### src/rtl/mmc_cmd_layer_arbiter.sv
// Two-client round-robin arbiter and sequencer for the shared SPI MMC byte link (CMD17/CMD24 sub-layers).
// Latency: a request accepted in IDLE starts its sub-layer 1 cycle later; DONE follows the sub-layer END by 1 cycle.
// Backpressure: oREQx_READY is raised only in IDLE for the winner; clients hold VALID/RW/ADDR until READY is seen.
//
// Ports:
//   iCLOCK, iRESET_SYNC            clock, synchronous active-high reset
//   iREQx_VALID/RW/ADDR            client x request (RW: 1 = write, 0 = read)
//   oREQx_READY, oREQx_DONE        accept strobe and completion pulse for client x
//   oREQ_ERR                       marks a DONE pulse as a timeout abort
//   oGRANT_ID                      owning client, for the external data-buffer mux
//   oRD_START/oWR_START, oCMD_ADDR start pulses and latched address to the sub-layers
//   iRD_END/iWR_END                sub-layer completion pulses
//   iRD_MMC_*/iWR_MMC_*            sub-layer link outputs (REQ, CS, DATA)
//   oRD_MMC_*/oWR_MMC_*            gated link status (BUSY, VALID) to the sub-layers
//   oSUB_RESET                     synchronous reset to both sub-layers
//   oMMC_REQ/CS/DATA, iMMC_BUSY/VALID  shared link
//
// Optional feature macro: MMC_CMD_ARB_TIMEOUT_EN (RUN watchdog, aborts after TIMEOUT_CYCLES).

module mmc_cmd_layer_arbiter #(
  parameter logic [23:0] TIMEOUT_CYCLES = 24'd10000000
) (
  input  logic        iCLOCK,
  input  logic        iRESET_SYNC,
  input  logic        iREQ0_VALID,
  input  logic        iREQ0_RW,
  input  logic [31:0] iREQ0_ADDR,
  output logic        oREQ0_READY,
  output logic        oREQ0_DONE,
  input  logic        iREQ1_VALID,
  input  logic        iREQ1_RW,
  input  logic [31:0] iREQ1_ADDR,
  output logic        oREQ1_READY,
  output logic        oREQ1_DONE,
  output logic        oREQ_ERR,
  output logic        oGRANT_ID,
  output logic        oRD_START,
  output logic        oWR_START,
  output logic [31:0] oCMD_ADDR,
  input  logic        iRD_END,
  input  logic        iWR_END,
  input  logic        iRD_MMC_REQ,
  input  logic        iRD_MMC_CS,
  input  logic [7:0]  iRD_MMC_DATA,
  input  logic        iWR_MMC_REQ,
  input  logic        iWR_MMC_CS,
  input  logic [7:0]  iWR_MMC_DATA,
  output logic        oRD_MMC_BUSY,
  output logic        oRD_MMC_VALID,
  output logic        oWR_MMC_BUSY,
  output logic        oWR_MMC_VALID,
  output logic        oSUB_RESET,
  output logic        oMMC_REQ,
  output logic        oMMC_CS,
  output logic [7:0]  oMMC_DATA,
  input  logic        iMMC_BUSY,
  input  logic        iMMC_VALID
);

  typedef enum logic [1:0] {
    ST_IDLE  = 2'd0,
    ST_START = 2'd1,
    ST_RUN   = 2'd2,
    ST_DONE  = 2'd3
  } state_t;

  state_t      b_state_q, b_state_d;
  logic        b_grant_q, b_grant_d;
  logic        b_last_q,  b_last_d;
  logic        b_rw_q,    b_rw_d;
  logic [31:0] b_addr_q,  b_addr_d;
  logic        sub_rst_q, sub_rst_d;

  logic any_vld;
  logic winner;
  logic sel_end;
  logic tmo_hit;

  // Reset masks every state-derived output so the reset cycle looks like IDLE
  // even when the registers still hold a mid-transaction state.
  logic in_idle, in_start, in_run, in_done;
  logic run_rd, run_wr;

  assign any_vld = iREQ0_VALID | iREQ1_VALID;
  // On a tie the client that did not win last time gets the grant.
  assign winner  = (iREQ0_VALID & iREQ1_VALID) ? ~b_last_q : iREQ1_VALID;
  assign sel_end = b_rw_q ? iWR_END : iRD_END;

  assign in_idle  = ~iRESET_SYNC & (b_state_q == ST_IDLE);
  assign in_start = ~iRESET_SYNC & (b_state_q == ST_START);
  assign in_run   = ~iRESET_SYNC & (b_state_q == ST_RUN);
  assign in_done  = ~iRESET_SYNC & (b_state_q == ST_DONE);
  assign run_rd   = in_run & ~b_rw_q;
  assign run_wr   = in_run &  b_rw_q;

`ifdef MMC_CMD_ARB_TIMEOUT_EN
  logic [23:0] tmo_cnt_q, tmo_cnt_d;
  logic        err_q, err_d;

  // An END in the same cycle as the limit wins, so no abort then.
  assign tmo_hit = in_run & ~sel_end & (tmo_cnt_q == TIMEOUT_CYCLES - 24'd1);

  always_comb begin
    tmo_cnt_d = tmo_cnt_q;
    err_d     = err_q;
    if (b_state_q == ST_START) begin
      tmo_cnt_d = 24'd0;
      err_d     = 1'b0;
    end else if (b_state_q == ST_RUN) begin
      tmo_cnt_d = tmo_cnt_q + 24'd1;
      if (tmo_hit) begin
        err_d = 1'b1;
      end
    end
    if (iRESET_SYNC) begin
      tmo_cnt_d = 24'd0;
      err_d     = 1'b0;
    end
  end

  always_ff @(posedge iCLOCK) begin
    tmo_cnt_q <= tmo_cnt_d;
    err_q     <= err_d;
  end

  assign oREQ_ERR = in_done & err_q;
`else
  assign tmo_hit  = 1'b0;
  assign oREQ_ERR = 1'b0;
`endif

  // Next-state logic; reset overrides everything at the end.
  always_comb begin
    b_state_d = b_state_q;
    b_grant_d = b_grant_q;
    b_last_d  = b_last_q;
    b_rw_d    = b_rw_q;
    b_addr_d  = b_addr_q;
    sub_rst_d = iRESET_SYNC | tmo_hit;

    case (b_state_q)
      ST_IDLE: begin
        if (any_vld) begin
          b_grant_d = winner;
          b_last_d  = winner;
          b_rw_d    = winner ? iREQ1_RW   : iREQ0_RW;
          b_addr_d  = winner ? iREQ1_ADDR : iREQ0_ADDR;
          b_state_d = ST_START;
        end
      end
      ST_START: b_state_d = ST_RUN;
      ST_RUN: begin
        if (sel_end || tmo_hit) begin
          b_state_d = ST_DONE;
        end
      end
      ST_DONE:  b_state_d = ST_IDLE;
      default:  b_state_d = ST_IDLE;
    endcase

    if (iRESET_SYNC) begin
      b_state_d = ST_IDLE;
      b_grant_d = 1'b0;
      b_last_d  = 1'b1;
      b_rw_d    = 1'b0;
      b_addr_d  = 32'd0;
    end
  end

  always_ff @(posedge iCLOCK) begin
    b_state_q <= b_state_d;
    b_grant_q <= b_grant_d;
    b_last_q  <= b_last_d;
    b_rw_q    <= b_rw_d;
    b_addr_q  <= b_addr_d;
    sub_rst_q <= sub_rst_d;
  end

  // Client handshake
  assign oREQ0_READY = in_idle & any_vld & ~winner;
  assign oREQ1_READY = in_idle & any_vld &  winner;
  assign oREQ0_DONE  = in_done & ~b_grant_q;
  assign oREQ1_DONE  = in_done &  b_grant_q;
  assign oGRANT_ID   = b_grant_q;

  // Sub-layer control
  assign oRD_START  = in_start & ~b_rw_q;
  assign oWR_START  = in_start &  b_rw_q;
  assign oCMD_ADDR  = b_addr_q;
  // Reset/timeout cycle plus one registered follow-on cycle.
  assign oSUB_RESET = iRESET_SYNC | tmo_hit | sub_rst_q;

  // Shared link mux: only the selected sub-layer drives it during RUN,
  // otherwise the link idles with CS deasserted.
  assign oMMC_REQ  = run_rd ? iRD_MMC_REQ  : (run_wr ? iWR_MMC_REQ  : 1'b0);
  assign oMMC_CS   = run_rd ? iRD_MMC_CS   : (run_wr ? iWR_MMC_CS   : 1'b1);
  assign oMMC_DATA = run_rd ? iRD_MMC_DATA : (run_wr ? iWR_MMC_DATA : 8'hFF);

  // A sub-layer that does not own the link always sees it busy with no data.
  assign oRD_MMC_BUSY  = run_rd ? iMMC_BUSY  : 1'b1;
  assign oRD_MMC_VALID = run_rd ? iMMC_VALID : 1'b0;
  assign oWR_MMC_BUSY  = run_wr ? iMMC_BUSY  : 1'b1;
  assign oWR_MMC_VALID = run_wr ? iMMC_VALID : 1'b0;

endmodule

### config.mk
export PLATFORM = sky130hd
export DESIGN_NAME = mmc_cmd_layer_arbiter
export DESIGN_NICKNAME = d
export VERILOG_FILES = /design/src/rtl/mmc_cmd_layer_arbiter.sv
export SDC_FILE = /design/constraint.sdc
export NUM_CORES = 1
export LEC_CHECK = 0
export ABC_AREA = 1
export CAP_MARGIN = 20
export CORE_AREA = 2 2 80 82
export DETAILED_ROUTE_END_ITERATION = 12
export DIE_AREA = 0 0 82 84
export PLACE_DENSITY = 0.92
export SLEW_MARGIN = 20
export SYNTH_ARGS = -nofsm -noshare
export SYNTH_HDL_FRONTEND = slang
export SYNTH_SLANG_ARGS = --single-unit
### constraint.sdc
create_clock -name iCLOCK -period 4.1 [get_ports iCLOCK]
set_input_delay 0.41 -clock iCLOCK [delete_from_list [all_inputs] [get_ports iCLOCK]]
set_output_delay 0.41 -clock iCLOCK [all_outputs]
set_load 0.01 [all_outputs]
# == Word-level counts from Yosys, hierarchy flattened ==
# Index checks and enable logic that the tools add are counted.
# word_totals
regBits,38
latchBits,0
ramBits,0
romBits,0
input_bits,94
memories,0
# op_classes
addsub,0
n_mul,0
n_div,0
n_lt_le_gt_ge,0
n_eq_ne,5
n_shift,0
muxes,17
bitwise,21
reduce_logical,3
# ops
op,n
$mux W32,1
$mux W8,2
$and A1 B1 Y1,14
$mux W1,11
$pmux W2 S4,1
$not A1 Y1,5
$eq A2 B2 Y1 const B,2
$mux W2,2
$ne A2 B2 Y1 const B,2
$reduce_and A2 Y1,2
$eq A2 B1 Y1 const B,1
$logic_not A2 Y1,1
$or A1 B1 Y1,2

# == Longest topological paths before layout ==
# logic_depth
word_depth,5
ltp_mapped,8
mapped_depth_nobuf,7

# == Least setup slack after synthesis ==
# No wires, ideal clock.
# synth_path
path_kind,register -> output
startpoint,reg b_state_q[0]
endpoint,out oREQ0_READY
t_arrival_ps,1297
t_required_ps,3690
path_slack_ps,2393
path_stages_with_launch,8
path_cell_list,dfxtp_1 inv_1 ha_1 inv_1 nor2_8 inv_6 buf_6 nor3_1
# synth_via
elab_chain_len,4
# synth_rtl
element,line_no,rtl
"start, declared",67,"state_t b_state_q, b_state_d;"
"start signal, assigned",171,b_state_q <= b_state_d;
$logic_not A2 Y1,89,assign in_idle = ~iRESET_SYNC & (b_state_q == ST_IDLE);
$and A1 B1 Y1,89,
$and A1 B1 Y1 (2 in series),180,assign oREQ0_READY = in_idle & any_vld & ~winner;
"end, declared",28,"output logic oREQ0_READY,"
# Every way passes these cells.

# == Final worst setup path ==
# layout_path
startpoint,in iRESET_SYNC
endpoint,out oMMC_DATA[3]
# layout_via
elab_chain_len,5
# layout_rtl
element,line_no,rtl
"start, declared",24,"input logic iRESET_SYNC,"
$not A1 Y1 (*),91,assign in_run = ~iRESET_SYNC & (b_state_q == ST_RUN);
$and A1 B1 Y1 (*),91,
$and A1 B1 Y1,94,assign run_wr = in_run & b_rw_q;
$mux W8,197,assign oMMC_DATA = run_rd ? iRD_MMC_DATA : (run_wr ? iWR_MMC_DATA : 8'hFF);
$mux W8 (*),197,
"end, declared",55,"output logic [7:0] oMMC_DATA,"
# Mark *: on every way between the ends. The rest lies on a longest branch, timed or not.

==> out/qor.json <==
{
  "run_status": {
    "run_status": "complete, no violations"
  },
  "synthesis": {
    "synth.ff_latch_count": 38,
    "synth.avg_cell_area_um2": 6.117,
    "postSynthNetCount": 476,
    "synth_cells": 377,
    "synth.lib_cells_used.distinct": 20,
    "synthesis.area_um2": 2306,
    "synth-seq-area-share_pct": 32.99,
    "yosys_warnings": 0
  },
  "final_layout": {
    "antennaDiodeCount": 0,
    "layout-area-overhead-vs-synth_pct": 67.88,
    "final_core_util_pct": 63.51,
    "finish.net_count": 611,
    "commonest_non_fill_non_tap_cells_in_the_layout": "sky130_fd_sc_hd__clkdlybuf4s50_1, sky130_fd_sc_hd__nand2_1, sky130_fd_sc_hd__inv_1, sky130_fd_sc_hd__nand3_1, sky130_fd_sc_hd__dfxtp_1",
    "drive_gt1_share_pct": 3.704,
    "mostFrequentLayoutCell": "sky130_fd_sc_hd__clkdlybuf4s50_1",
    "post_layout_nonfiller_instances": 590
  },
  "timing": {
    "clock_skew_ns": 0.005608,
    "count_of_final_hold_check_violations": 0,
    "slew_violations": 0,
    "final.period_utilization_pct": 71.51,
    "timing.slew.headroom_pct": 61.29,
    "fmaxAchievable_mhz": 341.1,
    "fin_setup_tns_ns": 0,
    "setup-violations-final": 0,
    "final.min_clock_period_ns": 2.932,
    "rsz_0062_raised_after_global_routing": "false",
    "worst_pin_slew_ns": 0.5786
  },
  "global_route": {
    "globalRouteTotalUtil_pct": 20.19,
    "grt-ovfl-total": 0,
    "grt_antenna_before_repair": 0,
    "grt_start_max_net_pins": 43,
    "global_route_wire_length_before_repair_um": 11040,
    "first_global_vias": 2524
  },
  "drt": {
    "via_count": 2694,
    "remaining_drc_errors": 0,
    "avgRoutedWirePerCell_um": 11.59,
    "drt_wl_total_um": 6836,
    "drt-vias-per-instance": 4.566,
    "drtAntennaViolNets": 0,
    "drt-pass1-iter-count": 4,
    "drtIter0Drc": 99
  },
  "floorplanning": {
    "die_y_um": 84,
    "overall_die_area_um2": 6888,
    "placement_rows": 29,
    "top_ports": 149,
    "initial_cell_density_of_the_core_pct": 37.83,
    "core_area_um2": 6096,
    "dieWidth_um": 82
  },
  "worst_setup_path": {
    "worstPathMaxFanout": 42,
    "criticalPathCategory": "in -> out",
    "worstSetupEndpointType": "primary output",
    "start_kind": "input pin",
    "critPathRequiredTime_ns": 3.69,
    "timing.critical_path.arrival_ns": 2.52
  },
  "clocking": {
    "cts_setup_buffers": 0,
    "max-clock-path-buffers": 2,
    "tritoncts.num_buffers": 5,
    "cts.sink_count": 38,
    "clock-root-buffer": "sky130_fd_sc_hd__clkbuf_8",
    "cts_hold_buffers": 0,
    "ctsHtreeMaxLevel": 2,
    "insertion_delay_ns": 0.28,
    "cts_tree": "done",
    "cts.clk_slew.worst_paths_ns": 0.07,
    "cts_repair_resize_count": 0
  },
  "place": {
    "port_buffers": 147,
    "routabilityCongestion": 0.7347,
    "dp.cells": 582,
    "dpl.hpwl_um": 5343
  },
  "power": {
    "net-switching-power_w": 0.0006209,
    "pwr-share-clk_pct": 18.3,
    "internal_power_w": 0.001061,
    "p_seq_share_pct": 32.0,
    "powerDensity_nw_per_um2": 434.4,
    "max_vdd_drop_v": 0.0002616,
    "combPwrFrac_pct": 49.8,
    "finalPower_w": 0.001682,
    "static-leakage-power_nw": 1.807,
    "p_sw_share_pct": 36.92
  },
  "job": {
    "cap_violations": 0
  },
  "worst_hold_path": {
    "hp-class": "reg -> reg"
  }
}
synthesized netlist by cell type:
cell                        n  area share (%)
sky130_fd_sc_hd__inv_2      2            0.33
sky130_fd_sc_hd__nor3_1     4            0.87
sky130_fd_sc_hd__nor2_8     1            0.87
sky130_fd_sc_hd__dfxtp_1   38              33
sky130_fd_sc_hd__buf_6      4             2.0
sky130_fd_sc_hd__nand3_1   70              15
sky130_fd_sc_hd__ha_1       5             2.7
sky130_fd_sc_hd__inv_1     78              13
sky130_fd_sc_hd__clkbuf_1   9             1.5
sky130_fd_sc_hd__nand3b_1   1            0.33
sky130_fd_sc_hd__nor2_1    34             5.5
sky130_fd_sc_hd__buf_4      4             1.3
sky130_fd_sc_hd__conb_1     1            0.16
sky130_fd_sc_hd__or2_2      1            0.27
sky130_fd_sc_hd__buf_2      5             1.1
sky130_fd_sc_hd__a21oi_1   36             7.8
sky130_fd_sc_hd__nand2_1   80              13
sky130_fd_sc_hd__nand2_2    2            0.54
sky130_fd_sc_hd__inv_6      1            0.38
sky130_fd_sc_hd__nor2_4     1            0.49
worst max-delay path, cell delays in order:
cell                              delay, ns
sky130_fd_sc_hd__clkdlybuf4s50_1       0.46
sky130_fd_sc_hd__buf_4                 0.36
sky130_fd_sc_hd__inv_1                 0.17
sky130_fd_sc_hd__nand3_1               0.33
sky130_fd_sc_hd__nor2_1                0.09
sky130_fd_sc_hd__nor2_1                0.15
sky130_fd_sc_hd__clkdlybuf4s50_1       0.55
path summary, 6_finish.rpt:
path                               from                          to  slack [ns]  depth (start not counted)
max reg2reg   b_state_q[0]$_SDFFE_PP0P_  oCMD_ADDR[27]$_SDFFE_PP0P_        2.39                          7
max                         iRESET_SYNC                oMMC_DATA[3]        1.17                          7
min          oCMD_ADDR[22]$_SDFFE_PP0P_  oCMD_ADDR[22]$_SDFFE_PP0P_        0.46                          2
min reg2reg  oCMD_ADDR[22]$_SDFFE_PP0P_  oCMD_ADDR[22]$_SDFFE_PP0P_        0.46                          2
flip-flops by register name, indices dropped and copies added, names as in the netlist:
register,count
b_state_q,2
oCMD_ADDR,32
sub_rst_q,1
b_rw_q,1
b_last_q,1
oGRANT_ID,1
layer usage:
| metal | routed length [um] | vias to the layer above | GRT usage (%) |
|---|---|---|---|
| li1 | - | 1416 | - |
| met1 | 2695 | 1158 | 22.48 |
| met2 | 3516 | 106 | 36.14 |
| met3 | 512 | 14 | 5.519 |
| met4 | 111 | 0 | 6.515 |
| met5 | 0 | - | 0 |
metrics by stage:
step	setup WS [ns]	cell area, um^2	hold WS [ns]
floorplan	2.393	2306	0.4377
global placement	1.216	3762	0.4543
detailed placement	1.135	3762	0.4563
CTS	1.134	3871	0.4681
global route	0.9618	3871	0.4873
finish	1.168	3871	0.4646
kinds of logic (layout without fill, tap and decap cells):
group / count (synthesis) / count (layout) / share of synthesized area, %
AND/OR/NAND/NOR: 194 / 194 / 37.11
buffers and inverters: 103 / 239 / 19.21
adder cells (fa/ha/maj): 5 / 5 / 2.713
flip-flops: 38 / 38 / 32.99
other: 1 / 1 / 0.1626
AO/OA/AOI/OAI: 36 / 36 / 7.813
final cells by class:
class | instances | area [um^2]
timing repair buffer | 150 | 1494
clock buffer | 5 | 68.82
sequential | 38 | 760.7
inverter | 81 | 309.0
multi-input combinational | 236 | 1102
fill | 551 | 2225
tap | 77 | 96.34
clock inverter | 3 | 40.04
power by group through the flow:
| stage | logic, W | clock network, W | registers, W |
|---|---|---|---|
| final | 0.000837 | 0.000307 | 0.000538 |
| after global routing | 0.000930 | 0.000335 | 0.000549 |
| after CTS | 0.000850 | 0.000314 | 0.000538 |
| after detailed placement | 0.000848 | 0 | 0.000544 |
| after global placement | 0.000817 | 0 | 0.000542 |
| after floorplan | 0.000469 | 0 | 0.000573 |
Power figures use the tool's default switching activity.
==> patch 1: new RTL, config.mk and constraints unchanged <==
The option `MMC_CMD_ARB_TIMEOUT_EN` is turned on by a define.
--- a/src/rtl/mmc_cmd_layer_arbiter.sv
+++ b/src/rtl/mmc_cmd_layer_arbiter.sv
@@ -16,6 +16,8 @@
 //   oMMC_REQ/CS/DATA, iMMC_BUSY/VALID  shared link
 //
 // Optional feature macro: MMC_CMD_ARB_TIMEOUT_EN (RUN watchdog, aborts after TIMEOUT_CYCLES).
+
+`define MMC_CMD_ARB_TIMEOUT_EN
 
 module mmc_cmd_layer_arbiter #(
   parameter logic [23:0] TIMEOUT_CYCLES = 24'd10000000
Behaviour: no difference found for any inputs over 10 cycles, from zero or initial values and one cycle with iRESET_SYNC high; that may be too few to reach the edited logic, so the function may still have changed.
==> patch 1 against the unedited design <==
- sequential power is 47% higher
- synthesized cell count is 22% higher
- area after synthesis is 43% higher
- cell area is 30% higher
- routed wire length is 54% higher
- setup slack worse by 0.24 ns
- fmax is 7.6% lower
- power is 36% higher
- sequential cell count is 25 higher
- highest routed layer unchanged
==> patch 1: results (changes against the unedited design) <==
Crit-path slowest cell -> inv_2
synth top area cells -> dfxtp_1 38%, nand2_1 10%, o21bai_1 7.5%, a21oi_1 7.3%, nor2_1 5.2%
insertion delay to the later sink of the worst-skew pair -> 0.35 ns (+0.07 ns)
DR pass1 iterations -> 5 (+1)
top cells by count, synth -> 92 x nand2_1, 63 x dfxtp_1, 48 x a21oi_1
Hold Path End -> err_q$_SDFFE_PP0P_
Starting DRT DRC Count -> 202 (+100%)
worst-path maximum fanout -> 35 (-17%)
Slew HR -> 57.6% (-3.7 points)
Post-DP HPWL -> 7830 um (+46%)
first-pass GRT wire length -> 16200 um (+47%)
TritonCTS Buffers -> 9 (+4)
nets -> 706 (+16%)
Cell Area, Placed -> 4810 sq um (+28%)
Fin Clk Skew -> 0.0123 ns (+0.00668 ns)
fillers -> 372 (-32%)
R2R cell count -> 6 (-1)
worst setup path start -> iREQ1_VALID
Reg2Reg Setup Slack -> 2.07 ns (-0.32 ns)
Seq/Total Area, Yosys -> 38.3% (+5.3 points)
gpl congestion -> 0.870 (+18%)
hold_ws -> 0.461 ns (-0.00346 ns)
via count -> 3648 (+35%)
Max IR drop VDD -> 0.000288 V (+10%)
Largest stage delay, worst path -> 0.57 ns (+0.02 ns)
DR WL/cell -> 15.3 um (+32%)
n_diodes -> 0 (unchanged)
Syn Nets -> 561 (+18%)
status -> complete, no violations
Total Routing Usage GR -> 30.3% (+10 points)
Reg2Reg Launch Point -> b_last_q$_SDFFE_PP1P_
H-tree Lvls -> 3 (+1)
[patch 1: changes by cell type after synthesis, sizes merged, moves of 6 or more]
cell,delta
nand3,-54
o21ai,+42
o21bai,+33
inv,-31
dfxtp,+25
nor2,+20
nand2,+14
a21oi,+13
nor3,+11
o22a,+9
clkbuf,-6
[patch 1: worst max path at each step]
| stage | cells after the start | slack (ns) | endpoint |
|---|---|---|---|
| detailed placement | 6 | 0.95 | oREQ1_READY |
| CTS | 6 | 0.93 | oREQ1_READY |
| finish | 6 | 0.93 | oREQ1_READY |
| global route | 6 | 0.75 | oREQ1_READY |
| floorplan | 8 | 2.30 | oMMC_CS |
| global placement | 6 | 0.97 | oREQ1_READY |
[patch 1: per-stage QoR]
stage	util, %	setup WS (ns)	cells	total power [mW]
5_1_grt	82.4	0.750	688	2.41
2_1_floorplan	-	2.30	461	1.30
4_1_cts	82.4	0.925	688	2.30
3_5_place_dp	78.9	0.947	672	1.72
3_3_place_gp	78.9	0.967	672	1.68
6_report	82.4	0.928	688	2.29
[patch 1: layout make-up]
type / instances / area [sq um] / area share (%)
timing repair buffer: 151 / 1500 / 30.0
inverter: 51 / 193 / 3.84
sequential: 63 / 1260 / 25.1
clock inverter: 3 / 40.0 / 0.797
clock buffer: 13 / 169 / 3.36
multi-input combinational: 330 / 1760 / 35.0
tap: 77 / 96.3 / 1.92
[patch 1: per-layer routing]
| metal | GRT usage (%) | up-vias | wire [um] |
|---|---|---|---|
| li1 | - | 1807 | - |
| met1 | 32.2 | 1645 | 4010 |
| met2 | 54.3 | 159 | 5260 |
| met3 | 8.66 | 37 | 951 |
| met4 | 12.6 | 0 | 303 |
| met5 | 0 | - | 0 |
[patch 1: cells by family (layout without fill, tap and decap cells)]
group	after synthesis	in the layout	synth area share, %
flip-flops	63	63	38.3
buffers and inverters	68	218	8.25
XOR/XNOR	2	2	0.532
AO/OA/AOI/OAI	135	135	24.4
adder cells (fa/ha/maj)	6	6	2.28
AND/OR/NAND/NOR	187	187	26.2
[patch 1: report_power, final]
| part | internal, mW | switching, mW |
|---|---|---|
| registers | 0.720 | 0.0687 |
| logic | 0.459 | 0.478 |
| clock network | 0.329 | 0.238 |
[patch 1: worst max-delay path: cells and delay by family]
kind	cells	cell delay, ns
buffers and inverters	3	1.64
AND/OR/NAND/NOR	3	0.69
==> patch 2: new RTL, config.mk and constraints unchanged <==
Without the edit above. Re-encode `state_t` (4 states) as one-hot, 4 bits wide.
--- a/src/rtl/mmc_cmd_layer_arbiter.sv
+++ b/src/rtl/mmc_cmd_layer_arbiter.sv
@@ -57,11 +57,11 @@
   input  logic        iMMC_VALID
 );
 
-  typedef enum logic [1:0] {
-    ST_IDLE  = 2'd0,
-    ST_START = 2'd1,
-    ST_RUN   = 2'd2,
-    ST_DONE  = 2'd3
+  typedef enum logic [3:0] {
+    ST_IDLE  = 4'b0001,
+    ST_START = 4'b0010,
+    ST_RUN   = 4'b0100,
+    ST_DONE  = 4'b1000
   } state_t;
 
   state_t      b_state_q, b_state_d;
Check against the original RTL: same outputs for any inputs over 10 cycles, from zero or initial values and one cycle with iRESET_SYNC high; not proved beyond that.
==> patch 2 against the unedited design <==
- setup slack better by 0.021 ns
- register-to-register slack worse by 0.02 ns
- routed wire length is 15% higher
- cell area increased by 6.9%
- area after synthesis increased by 12%
- synthesized cell count is 21% higher
- sequential cell count is 2 higher
- largest power group unchanged
- via count is 17% higher
- power fell by 19%
- first-iteration DRC count increased by 33%
- combinational power decreased by 34%
- non-clock buffer count increased by 2
==> patch 2: results (changes against the unedited design) <==
status -> complete, no violations
DR WL/cell -> 11.9 um (+2.5%)
share of cells above drive strength 1 -> 3.41% (-0.29 points)
worst-path maximum fanout -> 13 (-69%)
Starting DRT DRC Count -> 132 (+33%)
Syn Nets -> 549 (+15%)
Reg2Reg Setup Slack -> 2.37 ns (-0.02 ns)
synth top area cells -> dfxtp_1 31%, nand3_1 17%, nor2_1 16%, nand2_1 13%, inv_1 11%
Hold Crit Start -> oCMD_ADDR[18]$_SDFFE_PP0P_
Leakage -> 1.95 nW (+7.9%)
Fin Clk Skew -> 0.00268 ns (-0.00293 ns)
via count -> 3155 (+17%)
Seq/Total Area, Yosys -> 30.9% (-2.1 points)
hold_ws -> 0.515 ns (+0.0507 ns)
Crit-path slowest cell -> nor2_1
gpl congestion -> 0.846 (+15%)
synthesized instance count -> 455 (+21%)
Total Routing Usage GR -> 22.4% (+2.2 points)
DR pass1 iterations -> 6 (+2)
Reg2Reg Launch Point -> b_last_q$_SDFFE_PP1P_
fillers -> 542 (-1.6%)
WP data arrival -> 2.50 ns (-0.02 ns)
Post-DP HPWL -> 5820 um (+8.9%)
Tcrit/Tclk final -> 71.0% (-0.51 points)
Largest stage delay, worst path -> 0.68 ns (+0.13 ns)
patch 2: worst max-delay path: cells and delay by family:
kind | cells | cell delay, ns
AND/OR/NAND/NOR | 3 | 0.97
buffers and inverters | 2 | 1.11
patch 2: final timing paths:
path	depth (start not counted)	end
setup / recovery	5	oMMC_REQ
hold / removal	4	oCMD_ADDR[18]$_SDFFE_PP0P_
setup reg to reg	5	b_rw_q$_SDFFE_PP0P_
hold reg to reg	4	oCMD_ADDR[18]$_SDFFE_PP0P_
patch 2: power by group:
group          total [mW]  switching, mW  leakage (nW)  internal, mW
Sequential          0.494         0.0431         0.332         0.451
Clock               0.313          0.133        0.0552         0.181
Combinational       0.550          0.276          1.56         0.274
patch 2: kinds of logic (layout without fill, tap and decap cells):
| logic type | count (synthesis) | after routing | synth area share, % |
|---|---|---|---|
| other | 1 | 1 | 0.145 |
| AND/OR/NAND/NOR | 293 | 293 | 48.1 |
| AO/OA/AOI/OAI | 13 | 13 | 2.94 |
| buffers and inverters | 108 | 239 | 17.9 |
| flip-flops | 40 | 40 | 30.9 |
patch 2: final cells by class:
cell class | count | area share (%)
Timing Repair Buffer | 152 | 36.5
Clock buffer | 6 | 1.75
Multi-Input combinational cell | 307 | 32.1
Clock inverter | 2 | 0.847
Sequential cell | 40 | 19.4
Tap cell | 77 | 2.33
Inverter | 79 | 7.17
patch 2: metal layers:
layer / global-route usage, % / vias up / wire [um]
li1: - / 1629 / -
met1: 23.3 / 1382 / 3050
met2: 41.8 / 134 / 3980
met3: 6.49 / 10 / 758
met4: 6.97 / 0 / 85
met5: 0 / - / 0
